`src/rtl/uart_pkg.sv`:
```
// Shared UART definitions: receiver FSM states, oversampling constants
// and the baud divider helper used by both receiver and transmitter.
package uart_pkg;

  localparam int OVERSAMPLE = 16;
  localparam int DATA_BITS  = 8;

  typedef enum logic [2:0] {
    ST_IDLE   = 3'd0,
    ST_START  = 3'd1,
    ST_DATA   = 3'd2,
    ST_PARITY = 3'd3,
    ST_STOP   = 3'd4,
    ST_BREAK  = 3'd5
  } uart_rx_state_t;

  // Rounded clocks per oversample tick, never below one.
  function automatic int uart_div(
    input int clk_hz,
    input int baud
  );
    int d;
    d = (clk_hz + (OVERSAMPLE * baud) / 2)
      / (OVERSAMPLE * baud);
    return (d < 1) ? 1 : d;
  endfunction

endpackage

```
`src/rtl/uart_rx_fifo.sv`:
```
// Small synchronous receive FIFO with first-word-fall-through output.
// Pointers carry one extra wrap bit to tell full from empty.
module uart_rx_fifo
  import uart_pkg::*;
#(
  parameter int DEPTH = 4,
  parameter int WIDTH = DATA_BITS
) (
  input  logic             clk,
  input  logic             rst_n,
  input  logic             push,
  input  logic [WIDTH-1:0] wdata,
  input  logic             pop,
  output logic [WIDTH-1:0] rdata,
  output logic             full,
  output logic             empty
);

  localparam int AW = $clog2(DEPTH);

  logic [WIDTH-1:0] mem_q [DEPTH];
  logic [AW:0]      wptr_q, wptr_d;
  logic [AW:0]      rptr_q, rptr_d;
  logic             do_push;
  logic             do_pop;

  assign empty = (wptr_q == rptr_q);
  assign full  = (wptr_q[AW] != rptr_q[AW]) &&
                 (wptr_q[AW-1:0] == rptr_q[AW-1:0]);

  // A full FIFO still accepts when the head leaves this cycle.
  assign do_push = push && (!full || pop);
  assign do_pop  = pop && !empty;

  assign rdata = empty ? '0 : mem_q[rptr_q[AW-1:0]];

  always_comb begin
    wptr_d = wptr_q;
    rptr_d = rptr_q;
    if (do_push) wptr_d = wptr_q + {{AW{1'b0}}, 1'b1};
    if (do_pop)  rptr_d = rptr_q + {{AW{1'b0}}, 1'b1};
  end

  always_ff @(posedge clk or negedge rst_n) begin
    if (!rst_n) begin
      wptr_q <= '0;
      rptr_q <= '0;
      for (int i = 0; i < DEPTH; i++) mem_q[i] <= '0;
    end else begin
      wptr_q <= wptr_d;
      rptr_q <= rptr_d;
      if (do_push) mem_q[wptr_q[AW-1:0]] <= wdata;
    end
  end

endmodule

```
`src/rtl/uart_rx.sv`:
```
// 16x oversampled UART receiver, 8N1, with receive FIFO.
// Define UART_RX_PARITY_EN for an even parity bit and parity_err.
module uart_rx
  import uart_pkg::*;
#(
  parameter int CLK_HZ = 100_000_000,
  parameter int BAUD   = 115200,
  parameter int DEPTH  = 4
) (
  input  logic                 clk,
  input  logic                 rst_n,
  input  logic                 serial_in,
  output logic [DATA_BITS-1:0] rx_data,
  output logic                 rx_valid,
  input  logic                 rx_ready,
  output logic                 frame_err,
  output logic                 overrun,
`ifdef UART_RX_PARITY_EN
  output logic                 parity_err,
`endif
  output logic                 busy
);

  localparam int DIV = uart_div(CLK_HZ, BAUD);
  localparam int TW  = (DIV > 1) ? $clog2(DIV) : 1;
  localparam int SW  = $clog2(OVERSAMPLE);
  localparam int BW  = $clog2(DATA_BITS);

  localparam logic [TW-1:0] TICK_LAST = TW'(DIV - 1);
  localparam logic [SW-1:0] HALF_BIT  = SW'(OVERSAMPLE / 2 - 1);
  localparam logic [SW-1:0] FULL_BIT  = SW'(OVERSAMPLE - 1);
  localparam logic [BW-1:0] LAST_BIT  = BW'(DATA_BITS - 1);

  logic [TW-1:0]        tick_cnt_q, tick_cnt_d;
  logic [1:0]           sync_q, sync_d;
  uart_rx_state_t       state_q, state_d;
  logic [SW-1:0]        scnt_q, scnt_d;
  logic [BW-1:0]        bcnt_q, bcnt_d;
  logic [DATA_BITS-1:0] shift_q, shift_d;
  logic                 ferr_q, ferr_d;
  logic                 ovr_q, ovr_d;
`ifdef UART_RX_PARITY_EN
  logic                 bad_par_q, bad_par_d;
  logic                 perr_q, perr_d;
`endif

  logic tick;
  logic line;
  logic half;
  logic mid;
  logic push;
  logic pop;
  logic full;
  logic empty;

  assign tick = (tick_cnt_q == TICK_LAST);
  assign line = sync_q[1];
  assign half = tick && (scnt_q == HALF_BIT);
  assign mid  = tick && (scnt_q == FULL_BIT);

  assign tick_cnt_d = tick ? '0 : tick_cnt_q + TW'(1);
  assign sync_d     = {sync_q[0], serial_in};

  always_comb begin
    state_d = state_q;
    scnt_d  = tick ? scnt_q + SW'(1) : scnt_q;
    bcnt_d  = bcnt_q;
    shift_d = shift_q;
    ferr_d  = 1'b0;
    push    = 1'b0;
`ifdef UART_RX_PARITY_EN
    bad_par_d = bad_par_q;
    perr_d    = 1'b0;
`endif
    unique case (state_q)
      ST_IDLE: begin
        scnt_d = '0;
        bcnt_d = '0;
`ifdef UART_RX_PARITY_EN
        bad_par_d = 1'b0;
`endif
        if (!line) state_d = ST_START;
      end
      ST_START: begin
        if (half) begin
          scnt_d  = '0;
          state_d = line ? ST_IDLE : ST_DATA;
        end
      end
      ST_DATA: begin
        if (mid) begin
          shift_d = {line, shift_q[DATA_BITS-1:1]};
          bcnt_d  = bcnt_q + BW'(1);
          if (bcnt_q == LAST_BIT) begin
`ifdef UART_RX_PARITY_EN
            state_d = ST_PARITY;
`else
            state_d = ST_STOP;
`endif
          end
        end
      end
`ifdef UART_RX_PARITY_EN
      ST_PARITY: begin
        if (mid) begin
          bad_par_d = (^shift_q) != line;
          perr_d    = (^shift_q) != line;
          state_d   = ST_STOP;
        end
      end
`endif
      ST_STOP: begin
        if (mid) begin
          if (line) begin
`ifdef UART_RX_PARITY_EN
            push = !bad_par_q;
`else
            push = 1'b1;
`endif
            state_d = ST_IDLE;
          end else begin
            ferr_d  = 1'b1;
            state_d = ST_BREAK;
          end
        end
      end
      ST_BREAK: begin
        if (line) state_d = ST_IDLE;
      end
      default: state_d = ST_IDLE;
    endcase
  end

  assign pop   = rx_valid && rx_ready;
  assign ovr_d = push && full && !pop;

  always_ff @(posedge clk or negedge rst_n) begin
    if (!rst_n) begin
      tick_cnt_q <= '0;
      sync_q     <= 2'b11;
      state_q    <= ST_IDLE;
      scnt_q     <= '0;
      bcnt_q     <= '0;
      shift_q    <= '0;
      ferr_q     <= 1'b0;
      ovr_q      <= 1'b0;
`ifdef UART_RX_PARITY_EN
      bad_par_q  <= 1'b0;
      perr_q     <= 1'b0;
`endif
    end else begin
      tick_cnt_q <= tick_cnt_d;
      sync_q     <= sync_d;
      state_q    <= state_d;
      scnt_q     <= scnt_d;
      bcnt_q     <= bcnt_d;
      shift_q    <= shift_d;
      ferr_q     <= ferr_d;
      ovr_q      <= ovr_d;
`ifdef UART_RX_PARITY_EN
      bad_par_q  <= bad_par_d;
      perr_q     <= perr_d;
`endif
    end
  end

  uart_rx_fifo #(
    .DEPTH (DEPTH),
    .WIDTH (DATA_BITS)
  ) u_fifo (
    .clk   (clk),
    .rst_n (rst_n),
    .push  (push),
    .wdata (shift_q),
    .pop   (pop),
    .rdata (rx_data),
    .full  (full),
    .empty (empty)
  );

  assign rx_valid  = !empty;
  assign frame_err = ferr_q;
  assign overrun   = ovr_q;
`ifdef UART_RX_PARITY_EN
  assign parity_err = perr_q;
`endif
  assign busy = (state_q != ST_IDLE) && (state_q != ST_BREAK);

endmodule

```
`config.mk`:
```
export PLATFORM = sky130hd
export DESIGN_NAME = uart_rx
export DESIGN_NICKNAME = d
export VERILOG_FILES = /design/src/rtl/uart_pkg.sv /design/src/rtl/uart_rx_fifo.sv /design/src/rtl/uart_rx.sv
export SDC_FILE = /design/constraint.sdc
export NUM_CORES = 1
export LEC_CHECK = 0
export ABC_AREA = 0
export BUFFER_PORTS_ARGS = -buffer_cell sky130_fd_sc_hd__buf_2
export CORE_MARGIN = 2
export CORE_UTILIZATION = 55
export DETAILED_ROUTE_END_ITERATION = 16
export GPL_TIMING_DRIVEN = 0
export PLACE_DENSITY = 0.76
export REMOVE_ABC_BUFFERS = 1
export SLEW_MARGIN = 0
export SYNTH_ARGS = -nofsm -noshare
export SYNTH_HDL_FRONTEND = slang
export SYNTH_SLANG_ARGS = --single-unit
```
`constraint.sdc`:
```
create_clock -name clk -period 1.85 [get_ports clk]
set_input_delay 0.0925 -clock clk [delete_from_list [all_inputs] [get_ports clk]]
set_output_delay 0.0925 -clock clk [all_outputs]
set_load 0.05 [all_outputs]
```
# == Word level (Yosys, flattened, before mapping) ==
# Cells that the tools add are included.
# classes
eq_ne,18
addsub,5
n_bitwise,2
mux,28
reduce_logical,20
order_cmp,3
# op_table
op,count
32-bit bitwise mux,1
8-bit 2-to-1 mux,4
3-bit 2-to-1 mux,8
8-bit binary-select mux with 2-bit select,1
8-bit demux with 2-bit select,1
3-bit case mux with 5 select lines,1
"2-bit inequality test, second input constant",6
1-bit logical AND,10
"3-bit by 1-bit adder with 3-bit output, second input constant",3
"3-bit == test, second input constant",3
4-bit 2-to-1 mux,2
4-bit case mux with 2 select lines,1
"6-bit by 1-bit adder with 6-bit output, second input constant",1
"6-bit == test, second input constant",1
"3-bit greater-or-equal comparator, second input constant",2
1-bit 2-to-1 mux,6
6-bit 2-to-1 mux,1
2-bit NOT with 3-bit output,2
3-bit case mux with 2 select lines,1
6-bit AND reduction,1
"4-bit by 1-bit adder with 4-bit output, second input constant",1
"4-bit by 3-bit == test with 1-bit output, second input constant",1
"4-bit == test, second input constant",1
2-bit AND reduction,2
13 further kinds,15
# totals
word_cells,90
register_bits,66

# == Logic depth before layout (Yosys ltp) ==
# Gate-level depths: netlist (run 1).
# depth
word_depth,6
mapped_depth,7

# == Cells and area by module ==
# From an unflattened synthesis (run 1), not the netlist that was laid out.
# unflattened
hier_cells,246
area_unflattened_um2,3372.0
# modules_own_cells
module,area_each_um2,n_inst,cells_per_inst,seq_area_each_um2
uart_rx_fifo,1925.6,1,119,950.9
uart_rx,1446.4,1,127,703.2

# == Least setup slack after synthesis (run 1) ==
# Ideal clock, no wire load.
# synth_path
path_kind,register to output
startpoint,reg u_fifo.rptr_q[1]
endpoint,out rx_data[0]
n_path_buf,2
arrival_time_ns,2.006
stages_incl_launch_ff,6
setup_slack_ns,-0.249
path_cell_list,dfrtp_1 clkbuf_1 xnor2_1 nand3b_1 clkbuf_1 and2_1
# synth_via
elab_chain_cells,5
# synth_lines
item,line,rtl
from (decl),uart_rx_fifo.sv:23,"logic [AW:0] rptr_q, rptr_d;"
from (signal assigned),uart_rx_fifo.sv:51,rptr_q <= rptr_d;
2-bit NOT with 3-bit output (implied by the code),uart_rx_fifo.sv:35,assign rdata = empty ? '0 : mem_q[rptr_q[AW-1:0]];
8-bit binary-select mux with 2-bit select,uart_rx_fifo.sv:35,
8-bit 2-to-1 mux (implied by the code) (2 in series),uart_rx_fifo.sv:35,
8-bit 2-to-1 mux (*),uart_rx_fifo.sv:35,
to (decl),uart_rx.sv:13,"output logic [DATA_BITS-1:0] rx_data,"
# Mark *: on every way between the ends. The rest lies on a longest branch, timed or not. The select of a mux whose other input is x is not followed.

# == Worst setup path in the final report (run 1) ==
# layout_path
startpoint,reg tick_cnt_q[1]
endpoint,reg u_fifo.mem_q[6] (netlist name)
# layout_via
elab_chain_cells,5
# layout_lines
item,line,rtl
from (decl),uart_rx.sv:34,"logic [TW-1:0] tick_cnt_q, tick_cnt_d;"
from (signal assigned),uart_rx.sv:152,tick_cnt_q <= tick_cnt_d;
6-bit == test,uart_rx.sv:56,assign tick = (tick_cnt_q == TICK_LAST);
1-bit logical AND,uart_rx.sv:59,assign mid = tick && (scnt_q == FULL_BIT);
1-bit 2-to-1 mux,uart_rx.sv:113,if (mid) begin
1-bit 2-to-1 mux,uart_rx.sv:75,unique case (state_q)
1-bit logical AND,uart_rx_fifo.sv:32,assign do_push = push && (!full || pop);
"to (signal, indexed assignment)",uart_rx_fifo.sv:52,if (do_push) mem_q[wptr_q[AW-1:0]] <= wdata;
to (decl),uart_rx_fifo.sv:21,logic [WIDTH-1:0] mem_q [DEPTH];
# Every way passes these cells.
# A chain may end at the register's enable or synchronous reset.

==> results of run 1 <==
## worst reg2reg max path: cells and delay by family, from the launching register on
family        cells  cell delay (ns)
fa+ha+maj         1             0.18
simple gates      3             0.45
buf+inv           4             0.55
flops             1             0.38
mux               1             0.34
## cell families (layout without fill, tap and decap cells)
logic type	count (synthesis)	count (layout)	synth area share (%)
DFF	66	66	52.13
and+or+nand+nor	66	67	12.70
muxes	54	54	21.88
buffers and inverters	18	66	2.248
AOI/OAI and AO/OA	14	14	3.233
xor gates and xnor gates	14	14	3.864
adders and majority gates	10	10	3.943
## flip-flops by register name, indices dropped and copies added, names as in the netlist
signal,count
u_fifo.rptr_q,3
frame_err,1
tick_cnt_q,6
state_q,3
overrun,1
u_fifo.mem_q,32
scnt_q,4
bcnt_q,3
sync_q,2
shift_q,8
u_fifo.wptr_q,3
## layout by cell type, fill, tap and decap left out, types with 3 or more instances in the layout
cell type / count
sky130_fd_sc_hd__mux2_4: 9
sky130_fd_sc_hd__dfrtp_2: 4
sky130_fd_sc_hd__mux2i_1: 3
sky130_fd_sc_hd__inv_1: 7
sky130_fd_sc_hd__clkbuf_8: 10
sky130_fd_sc_hd__nand3_4: 5
sky130_fd_sc_hd__dfrtp_1: 59
sky130_fd_sc_hd__nand3_1: 6
sky130_fd_sc_hd__and2_1: 5
sky130_fd_sc_hd__mux4_2: 8
sky130_fd_sc_hd__mux2_2: 34
sky130_fd_sc_hd__ha_1: 9
sky130_fd_sc_hd__buf_2: 6
sky130_fd_sc_hd__o21ai_0: 3
sky130_fd_sc_hd__nand2_1: 8
sky130_fd_sc_hd__xnor2_1: 9
sky130_fd_sc_hd__nand4_1: 3
sky130_fd_sc_hd__and2_4: 4
sky130_fd_sc_hd__buf_4: 22
sky130_fd_sc_hd__buf_8: 3
sky130_fd_sc_hd__nor3_1: 6
sky130_fd_sc_hd__nor2_1: 14
sky130_fd_sc_hd__xor2_1: 4
sky130_fd_sc_hd__buf_6: 8
## power groups by stage
stage	clock, uW	sequential (uW)	combinational [uW]
2_1_floorplan	0	1480	3.41
3_5_place_dp	0	1480	36.4
4_1_cts	1180	1450	40.1
5_1_grt	1230	1450	45.4
3_3_place_gp	0	1480	35.4
6_report	1160	1450	39.1
## path summary, 6_finish.rpt
path | slack (ns) | to | depth (start not counted) | from
min in group asynchronous | 0.41 | u_fifo.mem_q[9]$_DFFE_PN0P_ | 2 | rst_n
worst max-delay path | -0.16 | u_fifo.mem_q[6]$_DFFE_PN0P_ | 9 | tick_cnt_q[1]$_DFF_PN0_
max in group asynchronous | 0.81 | u_fifo.rptr_q[0]$_DFFE_PN0P_ | 2 | rst_n
worst min register to register | 0.36 | sync_q[1]$_DFF_PN1_ | 0 | sync_q[0]$_DFF_PN1_
worst max register to register | -0.16 | u_fifo.mem_q[6]$_DFFE_PN0P_ | 9 | tick_cnt_q[1]$_DFF_PN0_
worst min-delay path | 0.06 | u_fifo.rptr_q[2]$_DFFE_PN0P_ | 3 | rx_ready
## timing repair
| action | CTS | global route |
|---|---|---|
| gates cloned | 2 | 0 |
| setup endpoints to repair | 55 | 54 |
| setup buffers | 22 | 5 |
| hold buffers | 2 | 0 |
| hold endpoints to repair | 65 | 0 |
| resized for setup | 36 | 18 |
| pin swaps | 7 | 4 |
## area by class of cell
class | count | area (sq um) | area share [%]
Clock buffer | 12 | 145.1 | 3.698
Clock inverter | 3 | 40.04 | 1.020
Inverter | 7 | 26.28 | 0.6694
Multi-Input combinational cell | 159 | 1558 | 39.69
Sequential cell | 66 | 1663 | 42.37
Tap cell | 72 | 90.09 | 2.295
Timing Repair Buffer | 44 | 402.9 | 10.26
## layer usage
layer  GRT usage (%)  part of all wire (%)
met5               0                     0
met4           10.17                   1.6
met3           3.733                   3.4
met2           34.42                    49
met1           31.20                    45
## per-stage QoR
step	instances	area (sq um)	setup WS, ns	total power, uW
6_report	363	3925	-0.1567	2648
5_1_grt	363	3925	-0.2249	2725
4_1_cts	359	3852	-0.1335	2669
3_5_place_dp	318	3296	-0.4344	1514
3_3_place_gp	318	3293	-0.3964	1513
2_1_floorplan	231	3128	-0.2922	1480
==> results summary, run 1 <==
The port buffer count came out at 15. The half-perimeter wire length of the detailed placement result is 3474 um. Setup repair after global routing could not meet its margin everywhere. The worst setup path is of the register to register kind. The worst hold-check slack is around 0.060 ns. The largest voltage drop on the vdd net came out at 0.3835 mV. The sequential share of power is 54.8%. The power density over the cells came out at between 600 and 700 nW/um^2. The filler cell count is 381. The largest net degree at the start of global routing is 67. The floorplan has 27 rows. The data arrival time at the worst-slack endpoint came out at 2.22 ns. By instance count, the cell type seen most on the critical path is sky130_fd_sc_hd__buf_6. Measured along the x axis, the die boundary spans 79.96 um.

The via count of the first global-routing pass is between 2k and 2.5k. The count of nets after finishing is ~300. The checks that failed: negative setup slack. The share of Yosys cell area claimed by the top area cell type came out at 50.47%.

The remaining max-slew budget at the tightest pin came out at 44.25%. The utilization after layout is 70.84%. The number of enable flip-flop cells after synthesis came out at 0.

Among all flip-flop cells after synthesis, the most frequent one is sky130_fd_sc_hd__dfrtp_1. The die outline height came out at 79.96 um. The initial cell density of the core is 57.27%.

The total routing resource utilization after global routing came out at 22.39%. After synthesis, flip-flops and latches occupy between 50 and 60% of the total area. The hold violation total from the final report came out at 0. The proportion of total power due to net switching is 20.59%. The clock latency reported for the late side of the worst-skew pair came out at 0.33 ns. The shortest clock period the worst path allows after layout came out at 2.007 ns.

Synthesis handed over a netlist of 242 instances. The number of clock buffers inserted by TritonCTS is 9. The worst setup path is captured at a register. The mapped cell area came out at 3173 sq um. The min-delay analysis places its worst path in the category input pin to register.

The top fanout value on the critical path came out at 5. The final routed wirelength across all metal layers is around 6500 um. The routed layout has 2114 vias. The number of slew-limit violations in the final report is 0. The number of clock sinks came out at 66. The synthesized area divided by synthesized cell count came out at 13.11 sq um. The deepest clock path buffer count is 2. Cells with a size suffix above 1 make up 44.67% of the layout. The violation count after the first detailed-route iteration came out at 145. The count of max-cap constraint violations came out at 0.

CTS placed an instance of sky130_fd_sc_hd__clkbuf_8 at the clock tree root. The slowest stage of the critical path belongs to the cell sky130_fd_sc_hd__dfrtp_1. The worst path required time is 2.06 ns. The post-detailed-route via-to-cell ratio came out at 5.824.

In this design, the stage delay of the slowest critical-path cell is about 0.38 ns. The worst clock skew on the final layout came out at between 0.009 and 0.01 ns. The flow ran to the end, but the final reports show violations. The final-layout setup total negative slack came out at -3.748 ns. In this design, the largest share of critical-path delay is due to buffers and inverters. The critical path goes through inv_1 -> ha_2 -> nand4b_1 -> buf_4 -> nor4_4 -> buf_6 -> buf_6 -> nand3_4 -> mux2_4. The first-pass GRT wire length came out at 10730 um. The antenna diode count is 0. The total iterations of the first detailed-routing run came out at 4. Clock-pin slew was measured on the worst setup and hold paths at 0.07 ns. At the pin with the least slew margin, the transition time is ~0.84 ns.

The placer's final routability congestion estimate came out at 0.8703. By area the synthesized netlist is led by sky130_fd_sc_hd__dfrtp_1 (50%), sky130_fd_sc_hd__mux2_2 (15%), sky130_fd_sc_hd__mux4_2 (5.7%). The post-synthesis async set-or-reset flop share came out at between 90% and 100%. The leakage component of the power came out at ~0.0019 uW. The power share of the combinational group is 1.5%.

The total number of yosys warnings is 0. The combined buffer and inverter count along the critical path came out at 4. The average detailed-routed wire length per instance is 17.89 um. The final setup violation count came out at 43. The area growth from synthesis to layout is 23.70%.

The number of unique standard cell types used by synthesis is 39. The switching power of the nets came out at 545.3 uW. The peak clock frequency supported by timing came out at between 0.4 and 0.5 GHz. The die covers 6393 sq um.

The count of nets left with antenna violations once routing finished came out at 0. The clock power share is 43.8%. The post-detailed-route DRC marker count is 0. The synthesis-stage register bit count came out at 66. The initial antenna violation count is 0. The design internal power is 2103 uW. Global routing finished with a remaining overflow of 0.

Dividing the final minimum period by the clock period gives 108.5%. After synthesis, the most frequently instantiated cells are sky130_fd_sc_hd__dfrtp_1 (64), sky130_fd_sc_hd__mux2_2 (43), sky130_fd_sc_hd__nor2_1 (14), sky130_fd_sc_hd__ha_1 (10), sky130_fd_sc_hd__xnor2_1 (10). The most area-hungry cell type in the Yosys netlist is sky130_fd_sc_hd__dfrtp_1. Among all cell types in the netlist, the one instantiated most often is sky130_fd_sc_hd__dfrtp_1. The number of levels the H-tree was split into is 3. In the post-route analysis, the smallest setup slack over all paths is -0.1567 ns. 16 I/O pins were placed.

STA classifies the critical path startpoint as a register. TritonCTS built the clock tree. The total area inside the core boundary comes to about 5500 sq um.
No activity file was read; power rests on OpenSTA's default activity.
==> run 2: changes to the inputs <==
--- a/config.mk
+++ b/config.mk
@@ -10,9 +10,11 @@
 export CORE_MARGIN = 2
 export CORE_UTILIZATION = 55
 export DETAILED_ROUTE_END_ITERATION = 16
+export GPL_ROUTABILITY_DRIVEN = 1
 export GPL_TIMING_DRIVEN = 0
 export PLACE_DENSITY = 0.76
 export REMOVE_ABC_BUFFERS = 1
+export SKIP_LAST_GASP = 1
 export SLEW_MARGIN = 0
 export SYNTH_ARGS = -nofsm -noshare
 export SYNTH_HDL_FRONTEND = slang
==> run 2 against run 1 <==
  * The run still ends with negative setup slack left
  * Sequential share of layout area grew 0.14 points
  * Sequential cell count is the same
  * Count of clock-buffer cells in the layout is the same
  * Via count shrank 1.2%
  * Die area is the same
  * Routed wire length shrank 2.1%
  * Clock power is essentially flat
  * Combinational power shrank 1%
  * Design area shrank 0.32%
  * Setup slack lost 0.0035 ns
  * Critical path type unchanged
  * Critical endpoint unchanged
  * Highest routed layer unchanged
==> results summary, run 2 (same netlist as run 1, synthesis figures left out) <==
Leaving out fill and tap cells, the most frequent cell in the layout is sky130_fd_sc_hd__dfrtp_1. The final setup violation count is 45 (+4.7%). The post-detailed-route via-to-cell ratio is 5.755 (-1.2%). The clock latency reported for the late side of the worst-skew pair is 0.33 ns (about the same). The remaining antenna violation count came out at 0 (unchanged). The port buffer count is 15 (unchanged). The checks that failed: negative setup slack. The peak clock frequency supported by timing came to 0.4975 GHz (-0.17%). The signal on the critical path passes through inv_1 -> ha_2 -> nand4b_1 -> buf_4 -> nor4_4 -> buf_6 -> buf_6 -> nand3_4 -> mux2_4. The remaining global-route overflow came out at 0 (unchanged).

The deepest clock path buffer count is 2 (unchanged). The worst setup path is captured at a register. The part of the cycle the worst path needs is 108.7% (+0.19 points). The number of placed instances, taps included came out at 318 (unchanged). The leakage component of the power came out at 0.001848 uW (-0.18%).

The antenna diode count is 0 (unchanged). The number of clock sinks came out at 66 (unchanged). The total die area is 6393 sq um (unchanged). The worst setup path is of the register to register kind. The buffer type at the clock tree root is sky130_fd_sc_hd__clkbuf_8. The data arrival time at the worst-slack endpoint came out at 2.22 ns (about the same). The number of levels the H-tree was split into came out at 3 (unchanged).

The run finished, with violations left. The area of the core region came out at 5540 sq um (unchanged). The number of ports placed on the die boundary is 16 (unchanged). Counting stages on the worst path, the most repeated cell is sky130_fd_sc_hd__buf_6. The worst reg2reg path depth came out at 9 (unchanged). The top fanout value on the critical path is 5 (unchanged).

The initial antenna violation count came out at 0 (unchanged). The die outline height is 79.96 um (unchanged). The violation count after the first detailed-route iteration is 133 (-8.3%). TritonCTS built the clock tree. The worst hold-check slack is 0.04633 ns (-0.01375 ns). The largest net degree at the start of global routing came to 67 (unchanged). The hold violation total from the final report is 0 (unchanged). The count of vias placed by the detailed router is 2089 (-1.2%). The final routed wirelength across all metal layers was 6355 um (-2.1%). The die outline width is 79.96 um (unchanged).

The minimum setup slack among reg-to-reg paths is -0.16 ns (about the same). From synthesis to final layout, the design area changed by 23.30%. The post-detailed-route DRC marker count was 0 (unchanged).

The row count is 27 (unchanged). The transition at the pin with the smallest max-transition slack came to 0.8243 ns (-0.01187 ns). Setup repair after global routing could not meet its margin everywhere. The first-pass GRT wire length is 10570 um (-1.5%). The remaining max-slew budget at the tightest pin is 45.04% (+0.79 points). The post-route worst setup slack is -0.1602 ns (-0.003496 ns). The number of slew-limit violations in the final report is 0 (unchanged).

The utilization after layout is 70.62% (-0.23 points). The power after layout was 2642 uW (-0.24%). The number of clock buffers inserted by TritonCTS was 9 (unchanged).

The path class of the tightest hold or removal check is input pin to register. The biggest cell delay along the critical path came out at 0.38 ns (about the same). The share of final-layout standard cells stronger than drive strength 1 came to 43.99% (-0.69 points). The placer's final routability congestion estimate is 0.8703 (unchanged). The startpoint identified for the worst register-to-register timing path is tick_cnt_q[1]$_DFF_PN0_. The post-layout instance count excluding filler cells came out at 363 (unchanged). The number of flip-flops under the largest register name came out at 32 (unchanged). The setup slack at placement was -0.4344 ns (unchanged).

The critical path's slowest cell is sky130_fd_sc_hd__dfrtp_1. The total iterations of the first detailed-routing run is 4 (unchanged). The worst path required time is 2.06 ns (about the same). The largest voltage drop on the vdd net is 0.3905 mV (+1.8%). The power density over the cells is 675.3 nW/um^2 (about the same). In the final layout, the registers with the most flip-flops are u_fifo.mem_q x32, shift_q x8, tick_cnt_q x6.

The register with the most flip-flops in the final layout is u_fifo.mem_q. In the layout the commonest cells are sky130_fd_sc_hd__dfrtp_1 (59), sky130_fd_sc_hd__mux2_2 (34), sky130_fd_sc_hd__buf_4 (23), sky130_fd_sc_hd__nor2_1 (14), sky130_fd_sc_hd__clkbuf_8 (10). STA classifies the critical path startpoint as a register.

The filler cell count came out at 373 (-2.1%). In this run the most critical hold path is launched from rx_ready. The half-perimeter wire length of the detailed placement result is 3474 um (unchanged).

The total routing resource utilization after global routing is 22.02% (-0.36 points). The clock-pin slew of the registers on the worst-case setup and hold paths is 0.07 ns (about the same). The count of max-cap constraint violations came to 0 (unchanged). The via count of the first global-routing pass came out at 2097 (-1.3%).

The shortest clock period the worst path allows after layout came to 2.010 ns (+0.003496 ns). The initial cell density of the core is 57.27% (unchanged). The path with the worst hold slack has its endpoint at u_fifo.rptr_q[2]$_DFFE_PN0P_. The worst clock skew on the final layout is 0.009050 ns (-0.0008427 ns). The count of nets after finishing came to 301 (unchanged).

In this run the critical register-to-register path is captured at u_fifo.mem_q[6]$_DFFE_PN0P_. The number of stages on the worst hold path came out at 3 (unchanged). The average detailed-routed wire length per instance is 17.51 um (-2.1%).
run 2: per-stage QoR:
stage / cell area (sq um) / TNS (ns)
6_report: 3913 / -3.445
5_1_grt: 3913 / -6.895
4_1_cts: 3839 / -1.966
3_5_place_dp: 3296 / -15.68
3_3_place_gp: 3293 / -14.99
2_1_floorplan: 3128 / -4.014
run 2: worst max path at each step:
stage | start | end
2_1_floorplan | u_fifo.rptr_q[0]$_DFFE_PN0P_ | u_fifo.rptr_q[1]$_DFFE_PN0P_
3_3_place_gp | state_q[0]$_DFFE_PN0P_ | u_fifo.mem_q[3]$_DFFE_PN0P_
3_5_place_dp | state_q[0]$_DFFE_PN0P_ | u_fifo.mem_q[2]$_DFFE_PN0P_
4_1_cts | tick_cnt_q[1]$_DFF_PN0_ | shift_q[0]$_DFFE_PN0P_
5_1_grt | tick_cnt_q[1]$_DFF_PN0_ | u_fifo.mem_q[6]$_DFFE_PN0P_
6_report | tick_cnt_q[1]$_DFF_PN0_ | u_fifo.mem_q[6]$_DFFE_PN0P_
run 2: area by class of cell:
cell class / count / area (sq um) / area share [%]
Sequential cell: 66 / 1663 / 42.50
Multi-Input combinational cell: 159 / 1553 / 39.69
Timing Repair Buffer: 44 / 395.4 / 10.11
Clock buffer: 12 / 145.1 / 3.710
Tap cell: 72 / 90.09 / 2.303
Clock inverter: 3 / 40.04 / 1.023
Inverter: 7 / 26.28 / 0.6716
run 2: per-layer routing:
layer	GRT usage, %	share of wire, %	vias up
met3	3.620	3.1	9
met1	31.13	46	1079
met2	33.92	49	39
li1	-	-	962
met5	0	0	-
met4	8.983	1.6	0
run 2: where the power goes:
group          internal [uW]  switching (uW)
registers               1450            3.60
logic                   7.54            31.1
clock network            649             504
total                   2100             539
run 2: timing repair:
item / in CTS / in global routing
hold buffers: 2 / 0
gates cloned: 2 / 0
setup buffers: 22 / 5
resized for setup: 32 / 19
pin swaps: 7 / 4
hold endpoints to repair: 65 / 0
setup endpoints to repair: 55 / 53
run 2: worst max-delay path, delay by kind of cell (launching register included):
kind | cells | cell delay (ns)
fa+ha+maj | 1 | 0.18
flops | 1 | 0.38
mux | 1 | 0.34
buf+inv | 4 | 0.55
simple gates | 3 | 0.45
==> run 3: changes to the inputs <==
--- a/config.mk
+++ b/config.mk
@@ -6,13 +6,13 @@
 export NUM_CORES = 1
 export LEC_CHECK = 0
 export ABC_AREA = 0
-export BUFFER_PORTS_ARGS = -buffer_cell sky130_fd_sc_hd__buf_2
+export CAP_MARGIN = 30
 export CORE_MARGIN = 2
-export CORE_UTILIZATION = 55
+export CORE_UTILIZATION = 45
 export DETAILED_ROUTE_END_ITERATION = 16
+export DONT_BUFFER_PORTS = 1
 export GPL_ROUTABILITY_DRIVEN = 1
 export GPL_TIMING_DRIVEN = 0
-export PLACE_DENSITY = 0.76
 export REMOVE_ABC_BUFFERS = 1
 export SKIP_LAST_GASP = 1
 export SLEW_MARGIN = 0
==> run 3 against run 2 <==
  * The flow still finishes with violations (negative setup slack)
  * Power fell by 3.1%
  * Clock power fell by 7%
  * Count of clock-buffer cells in the layout fell by 1
  * Die area up 21%
  * Critical path type is now register to output pin
  * Highest routed layer unchanged
==> results summary, run 3 (same netlist as run 1, synthesis figures left out) <==
The largest registers in the layout are u_fifo.mem_q x32, shift_q x8, tick_cnt_q x6. The largest voltage drop on the vdd net is 0.3031 mV (-22%). The run finished, with violations left. The number of levels the H-tree was split into came out at 3 (unchanged).

The half-perimeter wire length of the detailed placement result came out at 3635 um (+4.6%). The clock-pin slew of the registers on the worst-case setup and hold paths came out at 0.07 ns (about the same). The part of the cycle the worst path needs came out at 121.7% (+13 points). The sequential share of power came out at 56.6% (+1.7 points). The worst path required time came out at 1.76 ns (-0.30 ns). The total die area came to 7739 sq um (+21%). The initial cell density of the core came to 46.70% (-11 points). The row count came out at 30 (+11%). Setup repair after global routing could not meet its margin everywhere. The die outline height was 87.97 um (+10%). TritonCTS built the clock tree. The number of slew-limit violations in the final report came out at 0 (unchanged). The remaining global-route overflow is 0 (unchanged). The remaining max-slew budget at the tightest pin is 39.04% (-6.0 points).

The minimum setup slack among reg-to-reg paths is -0.07 ns (+0.09 ns). The sort of element at the start of the critical path is a register. The largest net degree at the start of global routing is 67 (unchanged). The hold violation total from the final report is 0 (unchanged). The post-detailed-route via-to-cell ratio is 5.330 (-7.4%). The filler cell count came to 568 (+52%). The power share of the combinational group is 1.7% (+0.2 points). The count of max-cap constraint violations is 0 (unchanged). The placer's final routability congestion estimate came to 0.7394 (-15%). The total iterations of the first detailed-routing run is 4 (unchanged). The tree is rooted in a sky130_fd_sc_hd__clkbuf_8. The worst clock skew on the final layout is 0.008386 ns (-0.0006643 ns). The worst setup path is captured at an output pin.

The port buffer count came to 0 (-15). The initial antenna violation count came to 0 (unchanged). The area of the core region is 6794 sq um (+23%). The first-pass GRT wire length is 10400 um (-1.6%). The final setup violation count came out at 35 (-22%). The worst hold-check slack is 0.2426 ns (+0.1962 ns). The post-detailed-route DRC marker count came out at 0 (unchanged). The shortest clock period the worst path allows after layout is 2.252 ns (+0.2414 ns). In the layout the commonest cells are sky130_fd_sc_hd__dfrtp_1 (57), sky130_fd_sc_hd__mux2_2 (34), sky130_fd_sc_hd__buf_4 (19), sky130_fd_sc_hd__nor2_1 (14), sky130_fd_sc_hd__clkbuf_8 (10). The violation count after the first detailed-route iteration came out at 52 (-61%). Relative to the synthesized area, the layout overhead comes to 21.25%.

The number of clock buffers inserted by TritonCTS was 9 (unchanged). The antenna diode count is 0 (unchanged). The number of clock sinks is 66 (unchanged). The transition at the pin with the smallest max-transition slack came out at 0.9117 ns (+0.08738 ns). The number of ports placed on the die boundary came to 16 (unchanged). The count of nets after finishing came out at 286 (-5.0%). The critical path is of the register to output pin type. The worst hold path class is input pin to register.

The count of vias placed by the detailed router came to 1988 (-4.8%). The switching power of the nets came out at 586.8 uW (+8.8%). The design internal power is 1974 uW (-6.1%). The die outline width came out at 87.97 um (+10%). The final-layout setup total negative slack is -3.627 ns (-0.1827 ns). The peak clock frequency supported by timing came out at 0.4441 GHz (-11%).

The clock latency reported for the late side of the worst-skew pair is 0.34 ns (about the same). The via count of the first global-routing pass is 1996 (-4.8%). The data arrival time at the worst-slack endpoint was 2.16 ns (-0.06 ns).

Leaving out fill and tap cells, the most frequent cell in the layout is sky130_fd_sc_hd__dfrtp_1. The leakage component of the power is 0.001761 uW (-4.7%). The summed area of non-filler cells in the final layout was 3847 sq um (-1.7%). The post-layout instance count excluding filler cells came out at 373 (+2.8%). The power density over the cells is 665.6 nW/um^2 (-1.4%). The number of placed instances, taps included came out at 327 (+2.8%). The final reports fail on negative setup slack. The remaining antenna violation count is 0 (unchanged). The clock power share is 41.7% (-1.9 points). The proportion of total power due to net switching came out at 22.91% (+2.5 points). The total routing resource utilization after global routing is 18.37% (-3.6 points). Counting flops per register, the top entry is u_fifo.mem_q.

The cell area reported after detailed placement came out at 3248 sq um (-1.4%). The deepest clock path buffer count is 2 (unchanged). The number of flip-flops under the largest register name came out at 32 (unchanged). The final routed wirelength across all metal layers came to 6290 um (-1.0%). The share of final-layout standard cells stronger than drive strength 1 is 43.68% (-0.30 points).

The average detailed-routed wire length per instance is 16.86 um (-3.7%). The post-route worst setup slack is -0.4016 ns (-0.2414 ns). The top fanout value on the critical path is 7 (+2).
## run 3: final timing paths
check	depth (start not counted)	from	endpoint
setup / recovery	3	u_fifo.rptr_q[2]$_DFFE_PN0P_	rx_data[3]
setup reg to reg	5	state_q[1]$_DFFE_PN0P_	u_fifo.mem_q[17]$_DFFE_PN0P_
min in group asynchronous	2	rst_n	bcnt_q[1]$_DFFE_PN0P_
hold / removal	4	rx_ready	overrun$_DFF_PN0_
max in group asynchronous	2	rst_n	u_fifo.wptr_q[1]$_DFFE_PN0P_
hold reg to reg	0	sync_q[0]$_DFF_PN1_	sync_q[1]$_DFF_PN1_
## run 3: stage by stage
stage	util [%]	setup slack (ns)	power [uW]
5_1_grt	56.63	-0.4829	2666
3_3_place_gp	47.81	-0.7635	1481
6_report	56.63	-0.4016	2561
4_1_cts	54.95	-0.4952	2589
2_1_floorplan	-	-0.2922	1480
3_5_place_dp	47.81	-0.7781	1481
## run 3: final cells by class
| type | count | area [sq um] | share of cell area [%] |
|---|---|---|---|
| multi-input combinational | 160 | 1585 | 41.20 |
| tap | 96 | 120.1 | 3.122 |
| sequential | 66 | 1665 | 43.28 |
| timing repair buffer | 28 | 279.0 | 7.252 |
| clock buffer | 11 | 141.4 | 3.675 |
| inverter | 7 | 26.28 | 0.6829 |
| clock inverter | 5 | 30.03 | 0.7805 |
## run 3: repair_timing
action                     4_1_cts  5_1_grt
gates cloned                     2        1
pin swaps                       13        6
setup buffers                   17        6
hold endpoints to repair        69        0
hold buffers                     4        0
setup endpoints to repair       55       50
resized for setup               31       14
## run 3: routing by layer
| layer | vias up | routed length, um | part of all wire, % | GRT usage, % |
|---|---|---|---|---|
| li1 | 937 | - | - | - |
| met1 | 1007 | 2913 | 46 | 25.02 |
| met2 | 36 | 3018 | 48 | 27.48 |
| met3 | 8 | 267 | 4.2 | 5.278 |
| met4 | 0 | 90 | 1.4 | 7.972 |
| met5 | - | 0 | 0 | 0 |
## run 3: power by group through the flow
stage / combinational, uW / clock (uW) / sequential (uW)
finish: 43.8 / 1070 / 1450
global route: 50.4 / 1170 / 1450
CTS: 45.9 / 1090 / 1450
detailed placement: 3.97 / 0 / 1480
global placement: 3.87 / 0 / 1480
floorplan: 3.41 / 0 / 1480
## run 3: worst max-delay path: stages, from the launching register on
cell,delay (ns)
sky130_fd_sc_hd__dfrtp_1,0.39
sky130_fd_sc_hd__xor2_1,0.19
sky130_fd_sc_hd__nand3b_1,0.74
sky130_fd_sc_hd__and2_4,0.48
